$ cat config.mk
export PLATFORM = sky130hd
export DESIGN_NAME = hiscore_ram_arbiter_flat
export DESIGN_NICKNAME = d
export VERILOG_FILES = /design/src/rtl/hiscore_ram_arbiter_pkg.sv /design/src/rtl/hiscore_ram_arbiter_if.sv /design/src/rtl/hiscore_ram_arbiter_down_counter.sv /design/src/rtl/hiscore_ram_arbiter.sv /design/src/flat_wrapper.sv
export SDC_FILE = /design/constraint.sdc
export NUM_CORES = 1
export LEC_CHECK = 0
export BUFFER_PORTS_ARGS = -buffer_cell sky130_fd_sc_hd__buf_2
export CAP_MARGIN = 10
export CORE_ASPECT_RATIO = 0.6
export CORE_UTILIZATION = 45
export DETAILED_ROUTE_END_ITERATION = 8
export PLACE_DENSITY_LB_ADDON = 0.1
export SYNTH_ARGS = -nofsm -noshare
export SYNTH_HDL_FRONTEND = slang
export SYNTH_SLANG_ARGS = --single-unit
$ cat constraint.sdc
create_clock -name clk -period 2.1 [get_ports clk]
set_input_delay 0 -clock clk [delete_from_list [all_inputs] [get_ports clk]]
set_output_delay 0 -clock clk [all_outputs]
set_load 0.02 [all_outputs]
$ cat src/rtl/hiscore_ram_arbiter_pkg.sv
// hiscore_arb_pkg: shared types and defaults for the hiscore RAM arbiter.
//   arb_state_t      - arbiter FSM state encoding
//   DEF_*            - default parameter values
//   cnt_width()      - register width needed to hold 0..max_val (at least 1)
package hiscore_arb_pkg;

   typedef enum logic [2:0] {
      ST_IDLE,
      ST_WAIT_WIN,
      ST_SETTLE,
      ST_GRANT,
      ST_RELEASE
   } arb_state_t;

   localparam int DEF_ADDR_WIDTH     = 10;
   localparam int DEF_DATA_WIDTH     = 8;
   localparam int DEF_SETTLE_CYCLES  = 4;
   localparam int DEF_RELEASE_CYCLES = 2;
   localparam int DEF_TIMEOUT_CYCLES = 24'hFFFFFF;
   localparam int DEF_USE_VBLANK     = 0;

   function automatic int cnt_width(input int max_val);
      return (max_val < 2) ? 1 : $clog2(max_val + 1);
   endfunction

endpackage

$ cat src/rtl/hiscore_ram_arbiter_if.sv
// hiscore_ram_arbiter_if: CPU port, hiscore engine port and physical RAM port
// of the hiscore RAM arbiter.
//   slave  - arbiter view (muxes CPU / hiscore onto the RAM)
//   master - environment view (CPU, hiscore engine and RAM models)
interface hiscore_ram_arbiter_if #(
   parameter int ADDR_WIDTH = 10,
   parameter int DATA_WIDTH = 8
);
   logic [ADDR_WIDTH-1:0] cpu_addr;
   logic [DATA_WIDTH-1:0] cpu_dout;
   logic                  cpu_we;
   logic [DATA_WIDTH-1:0] cpu_din;
   logic                  hs_access;
   logic                  hs_write;
   logic [ADDR_WIDTH-1:0] hs_addr;
   logic [DATA_WIDTH-1:0] hs_dout;
   logic [DATA_WIDTH-1:0] hs_din;
   logic                  vblank;
   logic [ADDR_WIDTH-1:0] ram_addr;
   logic [DATA_WIDTH-1:0] ram_din;
   logic                  ram_we;
   logic [DATA_WIDTH-1:0] ram_dout;
   logic                  pause_cpu;
   logic                  hs_grant;
   logic                  timeout_err;

   modport slave (
      input  cpu_addr, cpu_dout, cpu_we, hs_access, hs_write, hs_addr, hs_dout,
             vblank, ram_dout,
      output cpu_din, hs_din, ram_addr, ram_din, ram_we, pause_cpu, hs_grant,
             timeout_err
   );

   modport master (
      output cpu_addr, cpu_dout, cpu_we, hs_access, hs_write, hs_addr, hs_dout,
             vblank, ram_dout,
      input  cpu_din, hs_din, ram_addr, ram_din, ram_we, pause_cpu, hs_grant,
             timeout_err
   );
endinterface

$ cat src/rtl/hiscore_ram_arbiter_down_counter.sv
// hs_down_counter: loadable down-counter that stops at zero.
//   clk, reset - clock, async active-high reset
//   load       - load load_val (takes priority over dec)
//   dec        - decrement by one, saturating at zero
//   zero       - count is zero
module hs_down_counter #(
   parameter int WIDTH = 8
)(
   input  logic             clk,
   input  logic             reset,
   input  logic             load,
   input  logic [WIDTH-1:0] load_val,
   input  logic             dec,
   output logic             zero
);
   logic [WIDTH-1:0] cnt;

   always_ff @(posedge clk or posedge reset) begin
      if (reset) begin
         cnt <= '0;
      end else if (load) begin
         cnt <= load_val;
      end else if (dec && (cnt != '0)) begin
         cnt <= cnt - WIDTH'(1);
      end
   end

   assign zero = (cnt == '0);
endmodule

$ cat src/rtl/hiscore_ram_arbiter.sv
// hiscore_ram_arbiter: shares one game-RAM port between the CPU and the
// hiscore engine. A hiscore request pauses the CPU, waits for the bus to
// settle, then hands address/data/write-enable to the hiscore side.
//   clk, reset - clock, async active-high reset
//   bus        - slave view of hiscore_ram_arbiter_if (CPU, hiscore, RAM ports,
//                pause_cpu / hs_grant / timeout_err status)
//
// state      | meaning
// -----------+---------------------------------------------------------------
// IDLE       | CPU owns the RAM, no pause
// WAIT_WIN   | request pending, waiting for vblank (USE_VBLANK only)
// SETTLE     | CPU paused, letting the bus settle before the grant
// GRANT      | hiscore side owns the RAM, writes pass through
// RELEASE    | hiscore side keeps the mux with writes forced off
module hiscore_ram_arbiter
   import hiscore_arb_pkg::*;
#(
   parameter int ADDR_WIDTH     = DEF_ADDR_WIDTH,
   parameter int DATA_WIDTH     = DEF_DATA_WIDTH,
   parameter int SETTLE_CYCLES  = DEF_SETTLE_CYCLES,
   parameter int RELEASE_CYCLES = DEF_RELEASE_CYCLES,
   parameter int TIMEOUT_CYCLES = DEF_TIMEOUT_CYCLES,
   parameter int USE_VBLANK     = DEF_USE_VBLANK
)(
   input logic                   clk,
   input logic                   reset,
   hiscore_ram_arbiter_if.slave  bus
);
   localparam int CNT_MAX = (SETTLE_CYCLES > RELEASE_CYCLES) ? SETTLE_CYCLES : RELEASE_CYCLES;
   localparam int CW      = cnt_width(CNT_MAX);
   localparam int TW      = cnt_width(TIMEOUT_CYCLES);

   // The entry edge is the first cycle spent in SETTLE/RELEASE, hence the -1.
   localparam logic [CW-1:0] SETTLE_LOAD  = CW'(SETTLE_CYCLES - 1);
   localparam logic [CW-1:0] RELEASE_LOAD = CW'((RELEASE_CYCLES > 0) ? RELEASE_CYCLES - 1 : 0);
   localparam logic [TW-1:0] TIMEOUT_LAST = TW'(TIMEOUT_CYCLES - 1);

   arb_state_t            state;
   logic                  pause_q;
   logic                  grant_q;
   logic                  err_q;
   logic                  lockout;
   logic [TW-1:0]         tcnt;
   logic                  enter_settle;
   logic                  timeout_hit;
   logic                  leave_grant;
   logic                  cnt_load;
   logic [CW-1:0]         cnt_load_val;
   logic                  cnt_dec;
   logic                  cnt_zero;
   logic                  sel_hs;
   logic [ADDR_WIDTH-1:0] addr_mux;
   logic [DATA_WIDTH-1:0] din_mux;
   logic                  we_mux;

   always_comb begin
      enter_settle = 1'b0;
      if (bus.hs_access) begin
         if (state == ST_IDLE && !lockout && USE_VBLANK == 0)
            enter_settle = 1'b1;
         if (state == ST_WAIT_WIN && bus.vblank)
            enter_settle = 1'b1;
      end
      timeout_hit  = (state == ST_GRANT) && (tcnt == TIMEOUT_LAST);
      leave_grant  = (state == ST_GRANT) && (!bus.hs_access || timeout_hit);
      cnt_load     = enter_settle || leave_grant;
      cnt_load_val = enter_settle ? SETTLE_LOAD : RELEASE_LOAD;
      cnt_dec      = (state == ST_SETTLE) || (state == ST_RELEASE);
      sel_hs       = (state == ST_GRANT) || (state == ST_RELEASE);
   end

   hs_down_counter #(.WIDTH(CW)) u_cnt (
      .clk      (clk),
      .reset    (reset),
      .load     (cnt_load),
      .load_val (cnt_load_val),
      .dec      (cnt_dec),
      .zero     (cnt_zero)
   );

   // lockout keeps a force-released request from being re-granted until the
   // hiscore engine has dropped it at least once.
   always_ff @(posedge clk or posedge reset) begin
      if (reset) begin
         state   <= ST_IDLE;
         pause_q <= 1'b0;
         grant_q <= 1'b0;
         err_q   <= 1'b0;
         lockout <= 1'b0;
         tcnt    <= '0;
      end else begin
         if (!bus.hs_access)
            lockout <= 1'b0;
         case (state)
            ST_IDLE: begin
               if (enter_settle) begin
                  state   <= ST_SETTLE;
                  pause_q <= 1'b1;
               end else if (bus.hs_access && !lockout) begin
                  state <= ST_WAIT_WIN;
               end
            end
            ST_WAIT_WIN: begin
               if (!bus.hs_access) begin
                  state <= ST_IDLE;
               end else if (enter_settle) begin
                  state   <= ST_SETTLE;
                  pause_q <= 1'b1;
               end
            end
            ST_SETTLE: begin
               if (!bus.hs_access) begin
                  state   <= ST_IDLE;
                  pause_q <= 1'b0;
               end else if (cnt_zero) begin
                  state   <= ST_GRANT;
                  grant_q <= 1'b1;
                  tcnt    <= '0;
               end
            end
            ST_GRANT: begin
               if (timeout_hit) begin
                  err_q   <= 1'b1;
                  lockout <= 1'b1;
               end
               if (leave_grant) begin
                  if (RELEASE_CYCLES == 0) begin
                     state   <= ST_IDLE;
                     pause_q <= 1'b0;
                     grant_q <= 1'b0;
                  end else begin
                     state <= ST_RELEASE;
                  end
               end else if (tcnt != '1) begin
                  tcnt <= tcnt + TW'(1);
               end
            end
            ST_RELEASE: begin
               if (bus.hs_access && !lockout) begin
                  state <= ST_GRANT;
                  tcnt  <= '0;
               end else if (cnt_zero) begin
                  state   <= ST_IDLE;
                  pause_q <= 1'b0;
                  grant_q <= 1'b0;
               end
            end
            default: begin
               state   <= ST_IDLE;
               pause_q <= 1'b0;
               grant_q <= 1'b0;
            end
         endcase
      end
   end

   // Reset gates the RAM side so nothing is written while reset is held.
   always_comb begin
      addr_mux = sel_hs ? bus.hs_addr : bus.cpu_addr;
      din_mux  = sel_hs ? bus.hs_dout : bus.cpu_dout;
      we_mux   = sel_hs ? ((state == ST_GRANT) && bus.hs_write) : bus.cpu_we;
      if (reset) begin
         addr_mux = '0;
         din_mux  = '0;
         we_mux   = 1'b0;
      end
   end

   assign bus.ram_addr    = addr_mux;
   assign bus.ram_din     = din_mux;
   assign bus.ram_we      = we_mux;
   assign bus.cpu_din     = bus.ram_dout;
   assign bus.hs_din      = bus.ram_dout;
   assign bus.pause_cpu   = pause_q;
   assign bus.hs_grant    = grant_q;
   assign bus.timeout_err = err_q;
endmodule

$ cat src/flat_wrapper.sv
// flat-port wrapper written by rule: the top's interface ports become plain ports
module hiscore_ram_arbiter_flat import hiscore_arb_pkg::*;
#(
   parameter int ADDR_WIDTH     = DEF_ADDR_WIDTH,
   parameter int DATA_WIDTH     = DEF_DATA_WIDTH,
   parameter int SETTLE_CYCLES  = DEF_SETTLE_CYCLES,
   parameter int RELEASE_CYCLES = DEF_RELEASE_CYCLES,
   parameter int TIMEOUT_CYCLES = DEF_TIMEOUT_CYCLES,
   parameter int USE_VBLANK     = DEF_USE_VBLANK
)
  (clk, reset, bus_cpu_addr, bus_cpu_dout, bus_cpu_we, bus_hs_access, bus_hs_write, bus_hs_addr, bus_hs_dout, bus_vblank, bus_ram_dout, bus_cpu_din, bus_hs_din, bus_ram_addr, bus_ram_din, bus_ram_we, bus_pause_cpu, bus_hs_grant, bus_timeout_err);
  hiscore_ram_arbiter_if #(.ADDR_WIDTH(ADDR_WIDTH), .DATA_WIDTH(DATA_WIDTH)) bus_i ();
  input logic clk;
  input logic reset;
  input wire logic [$bits(bus_i.cpu_addr)-1:0] bus_cpu_addr;
  input wire logic [$bits(bus_i.cpu_dout)-1:0] bus_cpu_dout;
  input wire logic [$bits(bus_i.cpu_we)-1:0] bus_cpu_we;
  input wire logic [$bits(bus_i.hs_access)-1:0] bus_hs_access;
  input wire logic [$bits(bus_i.hs_write)-1:0] bus_hs_write;
  input wire logic [$bits(bus_i.hs_addr)-1:0] bus_hs_addr;
  input wire logic [$bits(bus_i.hs_dout)-1:0] bus_hs_dout;
  input wire logic [$bits(bus_i.vblank)-1:0] bus_vblank;
  input wire logic [$bits(bus_i.ram_dout)-1:0] bus_ram_dout;
  output wire logic [$bits(bus_i.cpu_din)-1:0] bus_cpu_din;
  output wire logic [$bits(bus_i.hs_din)-1:0] bus_hs_din;
  output wire logic [$bits(bus_i.ram_addr)-1:0] bus_ram_addr;
  output wire logic [$bits(bus_i.ram_din)-1:0] bus_ram_din;
  output wire logic [$bits(bus_i.ram_we)-1:0] bus_ram_we;
  output wire logic [$bits(bus_i.pause_cpu)-1:0] bus_pause_cpu;
  output wire logic [$bits(bus_i.hs_grant)-1:0] bus_hs_grant;
  output wire logic [$bits(bus_i.timeout_err)-1:0] bus_timeout_err;
  assign bus_i.cpu_addr = bus_cpu_addr;
  assign bus_i.cpu_dout = bus_cpu_dout;
  assign bus_i.cpu_we = bus_cpu_we;
  assign bus_i.hs_access = bus_hs_access;
  assign bus_i.hs_write = bus_hs_write;
  assign bus_i.hs_addr = bus_hs_addr;
  assign bus_i.hs_dout = bus_hs_dout;
  assign bus_i.vblank = bus_vblank;
  assign bus_i.ram_dout = bus_ram_dout;
  assign bus_cpu_din = bus_i.cpu_din;
  assign bus_hs_din = bus_i.hs_din;
  assign bus_ram_addr = bus_i.ram_addr;
  assign bus_ram_din = bus_i.ram_din;
  assign bus_ram_we = bus_i.ram_we;
  assign bus_pause_cpu = bus_i.pause_cpu;
  assign bus_hs_grant = bus_i.hs_grant;
  assign bus_timeout_err = bus_i.timeout_err;
  hiscore_ram_arbiter #(.ADDR_WIDTH(ADDR_WIDTH), .DATA_WIDTH(DATA_WIDTH), .SETTLE_CYCLES(SETTLE_CYCLES), .RELEASE_CYCLES(RELEASE_CYCLES), .TIMEOUT_CYCLES(TIMEOUT_CYCLES), .USE_VBLANK(USE_VBLANK)) u_core (.clk(clk), .reset(reset), .bus(bus_i));
endmodule
**Word level (Yosys, flattened, before mapping)**

Cells that the tools add are included.
W data, S select, Z words.

- Flip-flop bits (word level): 34
- Logic and storage cells: 95

- $add $sub $neg: 2
- Equal/unequal tests: 20
- Muxes and demuxes: 40
- Bitwise gates (word level): 2
- Reduce and logical (&&, ||, !) cells: 24

Operators with widths:

| operator | number |
|---|---|
| $mux W24 | 5 |
| $pmux W24 S3 | 1 |
| $mux W3 | 11 |
| $add A24 B1 Y24 const B | 1 |
| $eq A24 B24 Y1 const B | 1 |
| $ne A24 B24 Y1 const B | 1 |
| $mux W10 | 2 |
| $mux W8 | 2 |
| $mux W1 | 15 |
| $pmux W3 S5 | 1 |
| $reduce_and A5 Y1 | 3 |
| $ne A2 B2 Y1 const B | 7 |
| $ne A3 B2 Y1 const B | 4 |
| $logic_and A1 B1 Y1 | 7 |
| $eq A3 B2 Y1 const B | 2 |
| $logic_not A3 Y1 | 2 |
| $ne A2 B1 Y1 const B | 3 |
| $reduce_and A6 Y1 | 1 |
| $reduce_bool A3 Y1 | 2 |
| $pmux W1 S5 | 1 |
| $logic_or A1 B1 Y1 | 4 |
| $eq A3 B1 Y1 const B | 1 |
| $eq A3 B3 Y1 const B | 1 |
| $pmux W1 S3 | 1 |
| 7 further kinds | 9 |

**Longest topological paths before layout**

Gate-level depths: netlist of run 1.

- Depth in word-level cells: 8
- Depth in mapped cells: 9
- Mapped depth without buffers: 7

**Modules after synthesis**

From an unflattened synthesis of run 1, not the netlist that was laid out.

- Cell total of the unflattened synthesis: 329
- Area, all modules: 2640.0 um2

By module, submodules not included:

| module | times used | cells an instance | area an instance (um2) |
|---|---|---|---|
| hiscore_ram_arbiter | 1 | 309 | 2446.1 |
| hs_down_counter | 1 | 20 | 193.9 |

**Worst setup path before layout of run 1**

Ideal clock, no wire load.

- Kind: register -> register
- From: reg u_core.tcnt[0]
- To: reg u_core.tcnt[22]
- Arrival: 1.904 ns
- Slack: 0.072 ns
- Cell stages (with the launch flop): 8
- Path buffers: 1
- Period minus slack after synthesis: 2.028 ns
- Cells stage by stage: dfrtp_1 -> ha_1 -> or2_1 -> nor3b_1 -> and3_1 -> buf_4 -> or2_2 -> a211o_1

- Cells in the longest elaborated chain, start to end: 6
- Elaborated cells between the ends (all ways): 12

Ends and longest elaborated chain:

| item | line | text |
|---|---|---|
| start, declared | hiscore_ram_arbiter.sv:43 | `logic [TW-1:0] tcnt;` |
| start signal, assigned | hiscore_ram_arbiter.sv:135 | `tcnt <= tcnt + TW'(1);` |
| branches (longest 6 deep; another with $add A24 B1 Y24) | - |  |

Parallel ways; which one is timed is not known. The select of a mux whose other input is x is not followed.
A chain may end at the register's enable or synchronous reset.

**Final worst setup path of run 1**

Same ends and word-level chain as after synthesis.

==> out/metrics.csv, run 1 <==
stage,metric,value,unit
status,status,"finished, violations left",
status,failing checks,design-rule violations,
grt,met1 Resource Use GR,33.9,%
timing,RSZ-0062 raised after global routing,no,
yosys,dominant cells by area after synthesis,"dfrtp_1 (34%), nand2_1 (9.1%), a21oi_1 (6.5%)",
grt,grt ovf,0,
clock_network,Worst-Skew Late Latency,280,ps
clock_network,CTS tree,yes,
yosys,asr flop ratio synth,100,%
worst_setup_path,Worst path top cell family by delay,simple AND/OR/NAND/NOR gates,
die,Die Area,5800,um2
timing,relative max-transition margin,56.5,%
grt,vias in the first global route,2244,
timing,setup TNS,0,ps
cells_and_area,# diodes,0,
clock_network,clock slew at reported path FFs,70,ps
routing,post-DR vias/cell,5.63,
timing,setup violators final,0,
clock_network,Longest Clk Path Bufs,2,
routing,vias,2498,
cells_and_area,final net count,432,
yosys,Post-synth EDFFs,0,
clock_network,H-tree depth,2,
power,Peak VDD IR,0.569,mV
grt,first-pass GRT wire length,10900,um
timing,Worst Skew,3.92,ps
timing,post-layout minimum cycle time,2010,ps
clock_network,Root Buffer,clkbuf_8,
grt,M2 GR Usage,38.2,%
clock_network,total CTS buffers,5,
routing,total wire length,6780,um
worst_setup_path,CP max FO,5,
power,P_leak,1.41,nW
yosys,Synth Flop Type,dfrtp_1,
yosys,Synth cell types,55,
grt,initial antenna violation count,0,
placed_design,dpl cell area,2830,um2
cells_and_area,P&R area growth vs syn,19.4,%
yosys,average size of a mapped cell,7.77,um2
yosys,Ys Warns,0,
worst_setup_path,WS Path Type,reg2reg,
routing,DRT iter0 DRCs,196,
die,core area,5180,um2
placed_design,PortBufs,63,
grt,largest net degree at the start of global routing,35,
timing,Final Cycle Share,95.5,%
yosys,"flops & latches, synth",34,
die,initial core utilization,47.7,%
yosys,Synth top area share,34.4,%
grt,met3 Use GR,5.42,%
worst_setup_path,CP dominant cell by count,or2_4,
flow_run,Max-Cap Viols,0,
cells_and_area,layout cells sized above 1,28.0,%
worst_setup_path,CP Data Required Time,2270,ps
worst_setup_path,slowest CP cell,dfrtp_1,
yosys,netlist area before placement,2470,um2
worst_setup_path,reg2reg setup slack,90,ps
die,Row Count,20,
grt,grt peak-use layer,met2,
placed_design,GP Congestion,0.848,
yosys,syn_nets,372,
power,PwrDens,999,nW/um2
worst_setup_path,crit-path cells,"inv_1, ha_1, or2_4, nor3b_1, and3_2, or2_4, a211o_1",
timing,Least-Margin Pin Slew,648,ps
die,I/O pin count,88,
yosys,"Seq/Total Area, Yosys",34.4,%
worst_setup_path,Worst Setup End Kind,flip-flop,
worst_setup_path,Worst path max stage delay,410,ps
yosys,Synth Instances,318,
placed_design,placed wire-length estimate,4980,um
worst_hold_path,Hold/Removal Path Class,in2out,
timing,max frequency,499,MHz
yosys,largest area contributor in the netlist,dfrtp_1,
cells_and_area,Layout fillers,497,
routing,wire per inst,15.3,um
routing,post-route ant nets,0,
routing,DRC,22,
cells_and_area,"Design Area, Final",2950,um2
die,Die X,97.7,um
worst_setup_path,CP Launch Type,flip-flop,
die,die height,59.4,um
worst_setup_path,critical path data arrival time,2180,ps
clock_network,clock sinks,34,
worst_setup_path,number of buffer and inverter stages on the critical path,1,
timing,"Hold Vio Cnt, Final",0,
timing,max-slew violations,0,
grt,GRT Util Overall,24.1,%
routing,DR pass1 iterations,7,
==> power breakdown <==
group / internal [mW] / switching, mW
clock network: 0.228 / 0.223
logic: 0.629 / 0.936
registers: 0.793 / 0.139
total: 1.65 / 1.30
==> flip-flops by register name, summed over array words and instances (netlist names) <==
| register | cells |
|---|---|
| u_core.bus.pause_cpu | 1 |
| u_core.state | 3 |
| u_core.bus.hs_grant | 1 |
| u_core.lockout | 1 |
| u_core.u_cnt.cnt | 3 |
| u_core.tcnt | 24 |
| u_core.bus.timeout_err | 1 |
==> cell usage in the layout, fill, tap and decap left out, types with 2 or more instances in the layout <==
| cell | count |
|---|---|
| buf_2 | 63 |
| nand2_1 | 60 |
| dfrtp_1 | 34 |
| a21oi_1 | 32 |
| buf_4 | 22 |
| a31oi_1 | 17 |
| nor2_1 | 13 |
| nand4_1 | 11 |
| o21ai_1 | 11 |
| o21ai_0 | 10 |
| nand3_1 | 10 |
| inv_1 | 10 |
| nor3_1 | 7 |
| o31ai_1 | 5 |
| clkbuf_8 | 5 |
| and3_1 | 4 |
| nand2b_1 | 4 |
| a41oi_1 | 4 |
| ha_1 | 4 |
| o21a_1 | 3 |
| and4_1 | 3 |
| nor2b_1 | 2 |
| or2_4 | 2 |
| o22ai_1 | 2 |
| or2_2 | 2 |
| o31a_1 | 2 |
| or4_1 | 2 |
| clkbuf_1 | 2 |
==> worst reg2reg max path: cells and delay by family, from the launching register on <==
kind	cells	cell delay, ps
and+or+nand+nor	4	910
DFF	1	410
AOI/OAI and AO/OA	1	290
adders and majority gates	1	220
buffers and inverters	1	60
==> cells in the mapped netlist, types with 6 or more instances <==
cell type / instances
nor2_1: 13
nor3_1: 7
dfrtp_1: 34
buf_4: 19
nand3_1: 10
o21ai_1: 11
nand2_1: 60
o21ai_0: 10
nand4_1: 11
inv_1: 10
buf_2: 9
clkbuf_1: 6
o31ai_1: 6
a31oi_1: 17
a21oi_1: 32
==> final timing paths <==
| check | endpoint | from | cells after the start |
|---|---|---|---|
| setup / recovery | u_core.tcnt[22]$_DFFE_PP0P_ | u_core.tcnt[0]$_DFFE_PP0P_ | 7 |
| hold / removal | bus_hs_din[3] | bus_ram_dout[3] | 0 |
| setup reg to reg | u_core.tcnt[22]$_DFFE_PP0P_ | u_core.tcnt[0]$_DFFE_PP0P_ | 7 |
| hold reg to reg | u_core.bus.timeout_err$_DFFE_PP0P_ | u_core.bus.timeout_err$_DFFE_PP0P_ | 1 |
| max in group asynchronous | u_core.bus.timeout_err$_DFFE_PP0P_ | reset | 4 |
| min in group asynchronous | u_core.tcnt[19]$_DFFE_PP0P_ | reset | 4 |
==> kinds of logic (layout without fill, tap and decap cells) <==
kind of cell               after synthesis  count (layout)  synth area share (%)
and+or+nand+nor                        134             134                  27.7
AOI/OAI and AO/OA                       98              98                  24.2
DFF                                     34              34                  34.4
muxes                                    1               1                 0.455
buffers and inverters                   45             105                  10.5
xor gates and xnor gates                 2               2                 0.709
adders and majority gates                4               4                  2.02
==> cell type report <==
type	instances	area (um2)	share of cell area, %
inverter	10	37.5	1.27
sequential	34	851	28.8
multi-input combinational	239	1380	46.8
clock buffer	7	76.3	2.59
tap	66	82.6	2.80
timing repair buffer	88	522	17.7
==> metal layers <==
layer	part of all wire, %	wire length, um	vias up
li1	-	-	1256
met1	49	3360	1134
met2	42	2880	104
met3	7.7	522	4
met4	0.40	27	0
met5	0	0	-
==> metrics by stage <==
step / hold slack, ps / setup WS, ps / power, mW / utilization [%] / instances
after floorplan: 113 / 72.3 / 2.00 / - / 318
final: 0.0113 / 94.3 / 2.95 / 57.0 / 444
after CTS: 0.211 / 17.9 / 2.91 / 56.4 / 443
after global placement: 0.211 / 87.1 / 2.42 / 54.7 / 435
after global routing: 0.0427 / 4.20 / 3.17 / 57.0 / 444
after detailed placement: 0.211 / 33.4 / 2.44 / 54.7 / 435
==> what timing repair did <==
| action | 4_1_cts | 5_1_grt |
|---|---|---|
| endpoints found under the setup margin | 0 | 17 |
| hold buffers | 1 | 0 |
| hold endpoints to repair | 34 | 0 |
| buffers inserted | 0 | 1 |
| gates resized for setup | 0 | 6 |
Note: power is estimated with default switching activity, not from simulation.
==> run 2: changes to the inputs <==
--- a/config.mk
+++ b/config.mk
@@ -10,3 +10,5 @@
 export CORE_ASPECT_RATIO = 0.6
+export CORE_MARGIN = 5
 export CORE_UTILIZATION = 45
+export CTS_CLUSTER_SIZE = 12
 export DETAILED_ROUTE_END_ITERATION = 8
==> constraint.sdc (replaced) <==
create_clock -name clk -period 2.1 [get_ports clk]
set_input_delay 0.42 -clock clk [delete_from_list [all_inputs] [get_ports clk]]
set_output_delay 0.42 -clock clk [all_outputs]
set_load 0.02 [all_outputs]
==> run 2 against run 1 <==
The run now ends clean. Via count is 5.7% higher. Final cell count increased by 2.0%. Sequential share of layout area decreased by 2.6 points. Global-route usage decreased by 3.1 points. Worst hold slack gained 440 ps. Clock-buffer cell count decreased by 1. Critical endpoint is now bus_ram_we.
==> out/metrics.csv, run 2 (same netlist as run 1, synthesis figures left out) <==
stage,metric,value,unit
status,status,"complete, no violations",
cells_and_area,"commonest non-fill, non-tap cell in the layout",nand2_1,
power,switching power,1.44,mW
die,initial core utilization,47.7,%
worst_hold_path,Hold/Removal Path Class,in2async,
cells_and_area,Largest regs,"u_core.tcnt: 24 flops, u_core.state: 3 flops, u_core.u_cnt.cnt: 3 flops",
grt,GRT Util Overall,20.9,%
clock_network,clock slew at reported path FFs,70,ps
placed_design,GP Congestion,0.831,
die,I/O pin count,88,
cells_and_area,layout cells sized above 1,35.7,%
timing,max frequency,481,MHz
placed_design,worst slack at placement,8.40,ps
worst_setup_path,CP max FO,19,
grt,vias in the first global route,2280,
clock_network,Longest Clk Path Bufs,2,
die,Die Area,7130,um2
die,core area,5180,um2
timing,Final Worst Setup Slack,20.4,ps
timing,"Hold Vio Cnt, Final",0,
clock_network,H-tree depth,2,
timing,max-slew violations,0,
routing,DRC,0,
cells_and_area,most frequent cells in the layout,"nand2_1 (60), buf_2 (44), buf_4 (37), dfrtp_1 (32), a21oi_1 (20)",
clock_network,CTS Hold Bufs,0,
power,Pint,1.88,mW
routing,post-DR vias/cell,5.83,
clock_network,CTS tree,yes,
cells_and_area,final net count,442,
placed_design,dpl cell area,2890,um2
grt,largest net degree at the start of global routing,35,
die,Die X,106,um
worst_setup_path,r2r startpoint,u_core.tcnt[0]$_DFFE_PP0P_,
cells_and_area,P&R area growth vs syn,31.8,%
worst_setup_path,critical path data arrival time,1660,ps
timing,post-layout minimum cycle time,2080,ps
flow_run,Max-Cap Viols,0,
routing,DRT iter0 DRCs,302,
timing,setup violators final,0,
power,PwrDens,1020,nW/um2
worst_setup_path,WS Path Type,reg2out,
grt,initial antenna violation count,0,
worst_setup_path,reg2reg end,u_core.tcnt[22]$_DFFE_PP0P_,
die,die height,67.4,um
routing,Metal-1 WL,3630,um
power,Sw Ratio,43.4,%
worst_setup_path,Worst Setup End Kind,output port,
power,Clock Power Share,14.5,%
grt,first-pass GRT wire length,11900,um
timing,RSZ-0062 raised after global routing,yes,
routing,wire per inst,16.9,um
timing,Final Cycle Share,99.0,%
timing,Worst Skew,8.86,ps
cells_and_area,area occupied by multi-input gates,1520,um2
clock_network,Worst-Skew Late Latency,290,ps
die,Row Count,20,
routing,metal2 WL,3210,um
clock_network,total CTS buffers,5,
placed_design,PortBufs,63,
cells_and_area,Register Area,853,um2
power,Flop pwr share,28.2,%
timing,relative max-transition margin,69.3,%
grt,grt ovf,0,
power,Comb power frac,57.3,%
cells_and_area,number of flip-flops in the largest register,24,
routing,total wire length,7660,um
routing,metal3 WL,774,um
placed_design,placed wire-length estimate,5330,um
worst_setup_path,CP Data Required Time,1680,ps
routing,vias,2641,
clock_network,Root Buffer,clkbuf_8,
cells_and_area,"Design Area, Final",3260,um2
power,P_leak,1.51,nW
routing,post-route ant nets,0,
timing,Least-Margin Pin Slew,457,ps
worst_setup_path,CP Launch Type,flip-flop,
power,Peak VDD IR,0.532,mV
clock_network,clock sinks,34,
routing,top sig layer,met4,
routing,DR pass1 iterations,4,
cells_and_area,# diodes,0,
worst_setup_path,Reg2Reg Depth,7,
cells_and_area,Layout fillers,461,
timing,hold slack,442,ps
cells_and_area,Top reg by flops,u_core.tcnt,
worst_setup_path,reg2reg setup slack,50,ps
==> run 2: cell types whose count changed in the layout (fill, tap and decap cells not counted), sizes merged <==
| cell | before | now |
|---|---|---|
| a31oi | 18 | 19 |
| buf | 87 | 96 |
| clkbuf | 7 | 6 |
| dlygate4sd3 | 1 | 0 |
| o21ai | 21 | 22 |
==> run 2: final cells by class <==
type                    count  area share (%)
inverters                  10            1.15
flip-flops and latches     34            26.2
multi-input cells         241            46.6
well taps                  66            2.53
repair buffers             96            21.0
clock buffers               6            2.53
==> run 2: power groups by stage <==
stage	registers (mW)	logic (mW)	clock network, mW
2_1_floorplan	0.914	1.14	0
3_3_place_gp	0.923	1.57	0
3_5_place_dp	0.926	1.59	0
4_1_cts	0.937	1.70	0.497
5_1_grt	0.957	2.07	0.532
6_report	0.939	1.91	0.484
==> run 2: how the worst max path moves through the flow <==
stage	start	slack, ps	end
2_1_floorplan	u_core.state[0]$_DFFE_PP0P_	50	bus_ram_addr[6]
3_3_place_gp	u_core.tcnt[0]$_DFFE_PP0P_	90	u_core.tcnt[14]$_DFFE_PP0P_
3_5_place_dp	u_core.tcnt[0]$_DFFE_PP0P_	8	u_core.tcnt[22]$_DFFE_PP0P_
4_1_cts	u_core.state[2]$_DFFE_PP0P_	0.09	bus_ram_din[3]
5_1_grt	u_core.state[1]$_DFFE_PP0P_	-70	bus_ram_addr[6]
6_report	u_core.state[1]$_DFFE_PP0P_	20	bus_ram_we
==> run 2: stage by stage <==
step / setup TNS [ps] / cells / utilization, % / power, mW
2_1_floorplan: 0 / 318 / - / 2.05
3_3_place_gp: 0 / 436 / 55.7 / 2.49
3_5_place_dp: 0 / 436 / 55.7 / 2.51
4_1_cts: 0 / 447 / 59.0 / 3.13
5_1_grt: -1050 / 453 / 62.9 / 3.56
6_report: 0 / 453 / 62.9 / 3.33
==> run 2: routing by layer <==
| layer | vias to the layer above | GRT usage (%) |
|---|---|---|
| li1 | 1287 | - |
| met1 | 1201 | 32.1 |
| met2 | 144 | 29.3 |
| met3 | 9 | 5.54 |
| met4 | 0 | 4.04 |
| met5 | - | 0 |
==> run 2: worst max-delay path, cell delays in order (launching register included) <==
cell      delay, ps
dfrtp_1         390
nand2b_4        180
buf_6           140
nor2_4           90
nor2_4           50
buf_12          140
a22oi_1         140
nor2_1           60
buf_4           170
==> run 2: what timing repair did <==
action	in CTS	in global routing
setup endpoints to repair	20	39
hold endpoints to repair	0	0
buffers inserted	4	5
pin swaps	2	3
cloned	1	1
resized for setup	15	36
==> run 3: changes to the inputs <==
- CORE_UTILIZATION: 45 -> 47
- CTS_BUF_LIST: not set -> sky130_fd_sc_hd__clkbuf_2 sky130_fd_sc_hd__clkbuf_4 sky130_fd_sc_hd__clkbuf_8
==> run 3 against run 2 <==
Sequential power fell by 1%. Core utilization decreased by 1.2 points. Highest routed layer unchanged. Fmax rose by 2.8%. Register-to-register slack better by 30 ps. Non-clock buffer count is the same. Routed wire length decreased by 2.9%. First-iteration DRC count decreased by 18%.
==> out/metrics.csv, run 3 (same netlist as run 1, synthesis figures left out) <==
stage,metric,value,unit
status,status,"complete, no violations",
power,Peak VDD IR,0.776,mV
worst_setup_path,number of buffer and inverter stages on the critical path,1,
routing,DR pass1 iterations,7,
worst_setup_path,CP dominant cell by count,or2_4,
worst_setup_path,slowest CP cell,dfrtp_1,
clock_network,Root Buffer,clkbuf_8,
cells_and_area,Layout fillers,443,
timing,"Hold Vio Cnt, Final",0,
grt,GRT Util Overall,21.3,%
worst_setup_path,CP Data Required Time,2280,ps
clock_network,clock sinks,34,
cells_and_area,number of flip-flops in the largest register,24,
power,PwrDens,1030,nW/um2
timing,post-layout minimum cycle time,2020,ps
cells_and_area,P&R area growth vs syn,26.7,%
power,P_leak,1.47,nW
placed_design,GP Congestion,0.859,
clock_network,total CTS buffers,5,
worst_setup_path,Worst Setup End Kind,flip-flop,
cells_and_area,most frequent cells in the layout,"nand2_1 (60), buf_2 (57), buf_4 (34), dfrtp_1 (34), a21oi_1 (22)",
clock_network,H-tree depth,2,
flow_run,Max-Cap Viols,0,
timing,setup TNS,0,ps
cells_and_area,"Design Area, Final",3130,um2
worst_setup_path,Worst path top cell family by delay,simple AND/OR/NAND/NOR gates,
placed_design,placed wire-length estimate,5440,um
timing,relative max-transition margin,65.3,%
routing,vias,2629,
die,Die Area,6860,um2
die,core area,5080,um2
worst_setup_path,WS Path Type,reg2reg,
worst_hold_path,Hold/Removal Path Class,in2async,
worst_setup_path,CP max FO,4,
timing,max frequency,494,MHz
cells_and_area,"commonest non-fill, non-tap cell in the layout",nand2_1,
cells_and_area,"Core Util, Final",61.7,%
cells_and_area,Largest regs,"u_core.tcnt: 24 flops, u_core.state: 3 flops, u_core.u_cnt.cnt: 3 flops",
grt,grt ovf,0,
timing,max-slew violations,0,
cells_and_area,final net count,440,
timing,setup violators final,0,
worst_setup_path,CP Launch Type,flip-flop,
placed_design,PortBufs,63,
routing,DRT iter0 DRCs,249,
timing,Final Cycle Share,96.3,%
cells_and_area,# diodes,0,
routing,wire per inst,16.5,um
worst_setup_path,Worst path max stage delay,420,ps
clock_network,CTS Hold Bufs,0,
timing,Least-Margin Pin Slew,518,ps
routing,post-DR vias/cell,5.82,
clock_network,CTS tree,yes,
grt,first-pass GRT wire length,11800,um
clock_network,Worst-Skew Late Latency,290,ps
grt,largest net degree at the start of global routing,35,
cells_and_area,Top reg by flops,u_core.tcnt,
die,die height,66.2,um
clock_network,Longest Clk Path Bufs,2,
worst_setup_path,crit-path cells,"ha_2, or2_4, nor3b_1, and3_4, buf_4, or2_4, a211o_1",
grt,vias in the first global route,2305,
grt,initial antenna violation count,0,
die,I/O pin count,88,
routing,post-route ant nets,0,
timing,Worst Skew,3.59,ps
routing,total wire length,7440,um
placed_design,dpl cell area,2910,um2
die,initial core utilization,48.7,%
die,Die X,104,um
die,Row Count,20,
cells_and_area,layout cells sized above 1,35.2,%
clock_network,clock slew at reported path FFs,70,ps
routing,DRC,0,
worst_setup_path,critical path data arrival time,2200,ps
[run 3: changes by cell type in the layout (fill, tap and decap cells not counted), sizes merged]
cell and delta:
o21ai -1, clkbuf +1, a31oi -1
[run 3: worst paths after layout]
check,startpoint,end,slack (ps),cells past startpoint
min in group clk,u_core.bus.timeout_err$_DFFE_PP0P_,u_core.bus.timeout_err$_DFFE_PP0P_,460,1
max in group asynchronous,reset,u_core.tcnt[5]$_DFFE_PP0P_,1360,3
worst max-delay path,u_core.tcnt[1]$_DFFE_PP0P_,u_core.tcnt[22]$_DFFE_PP0P_,80,7
worst max register to register,u_core.tcnt[1]$_DFFE_PP0P_,u_core.tcnt[22]$_DFFE_PP0P_,80,7
worst min register to register,u_core.bus.timeout_err$_DFFE_PP0P_,u_core.bus.timeout_err$_DFFE_PP0P_,460,1
worst min-delay path,reset,u_core.tcnt[9]$_DFFE_PP0P_,430,3
[run 3: final cells by class]
cell class	count	area, um2	share of cell area [%]
repair buffers	96	606	19.3
well taps	66	82.6	2.64
clock buffers	7	83.8	2.68
inverters	10	37.5	1.20
multi-input cells	239	1470	47.0
flip-flops and latches	34	851	27.2
[run 3: stage by stage]
step           worst slack, ps  power, mW  hold slack, ps  std cells
2_1_floorplan             53.5       2.05             444        318
3_3_place_gp               108       2.51             446        439
3_5_place_dp             -8.40       2.53             447        439
4_1_cts                   1.53       3.04             447        447
5_1_grt                  -6.09       3.43             496        452
6_report                  77.5       3.21             431        452
[run 3: tightest hold or removal path, cell delays in order]
cell,delay [ps]
buf_2,240
inv_1,90
buf_4,390
[run 3: where the power goes]
group,total [mW],switching [mW],internal [mW],leakage (nW)
Clock,0.487,0.233,0.254,0.0452
Sequential,0.925,0.132,0.793,0.452
Combinational,1.80,1.03,0.769,0.974
Total,3.21,1.40,1.82,1.47
[run 3: what timing repair did]
item | 4_1_cts | 5_1_grt
pin swaps | 0 | 3
gates resized for setup | 0 | 27
cloned | 0 | 1
setup endpoints to repair | 18 | 36
buffers inserted | 1 | 4
[run 3: routing by layer]
layer / global-route usage (%) / up-vias / wire [um]
li1: - / 1274 / -
met5: 0 / - / 0
met2: 31.6 / 137 / 3120
met4: 5.07 / 0 / 61
met1: 30.7 / 1213 / 3610
met3: 5.66 / 5 / 654
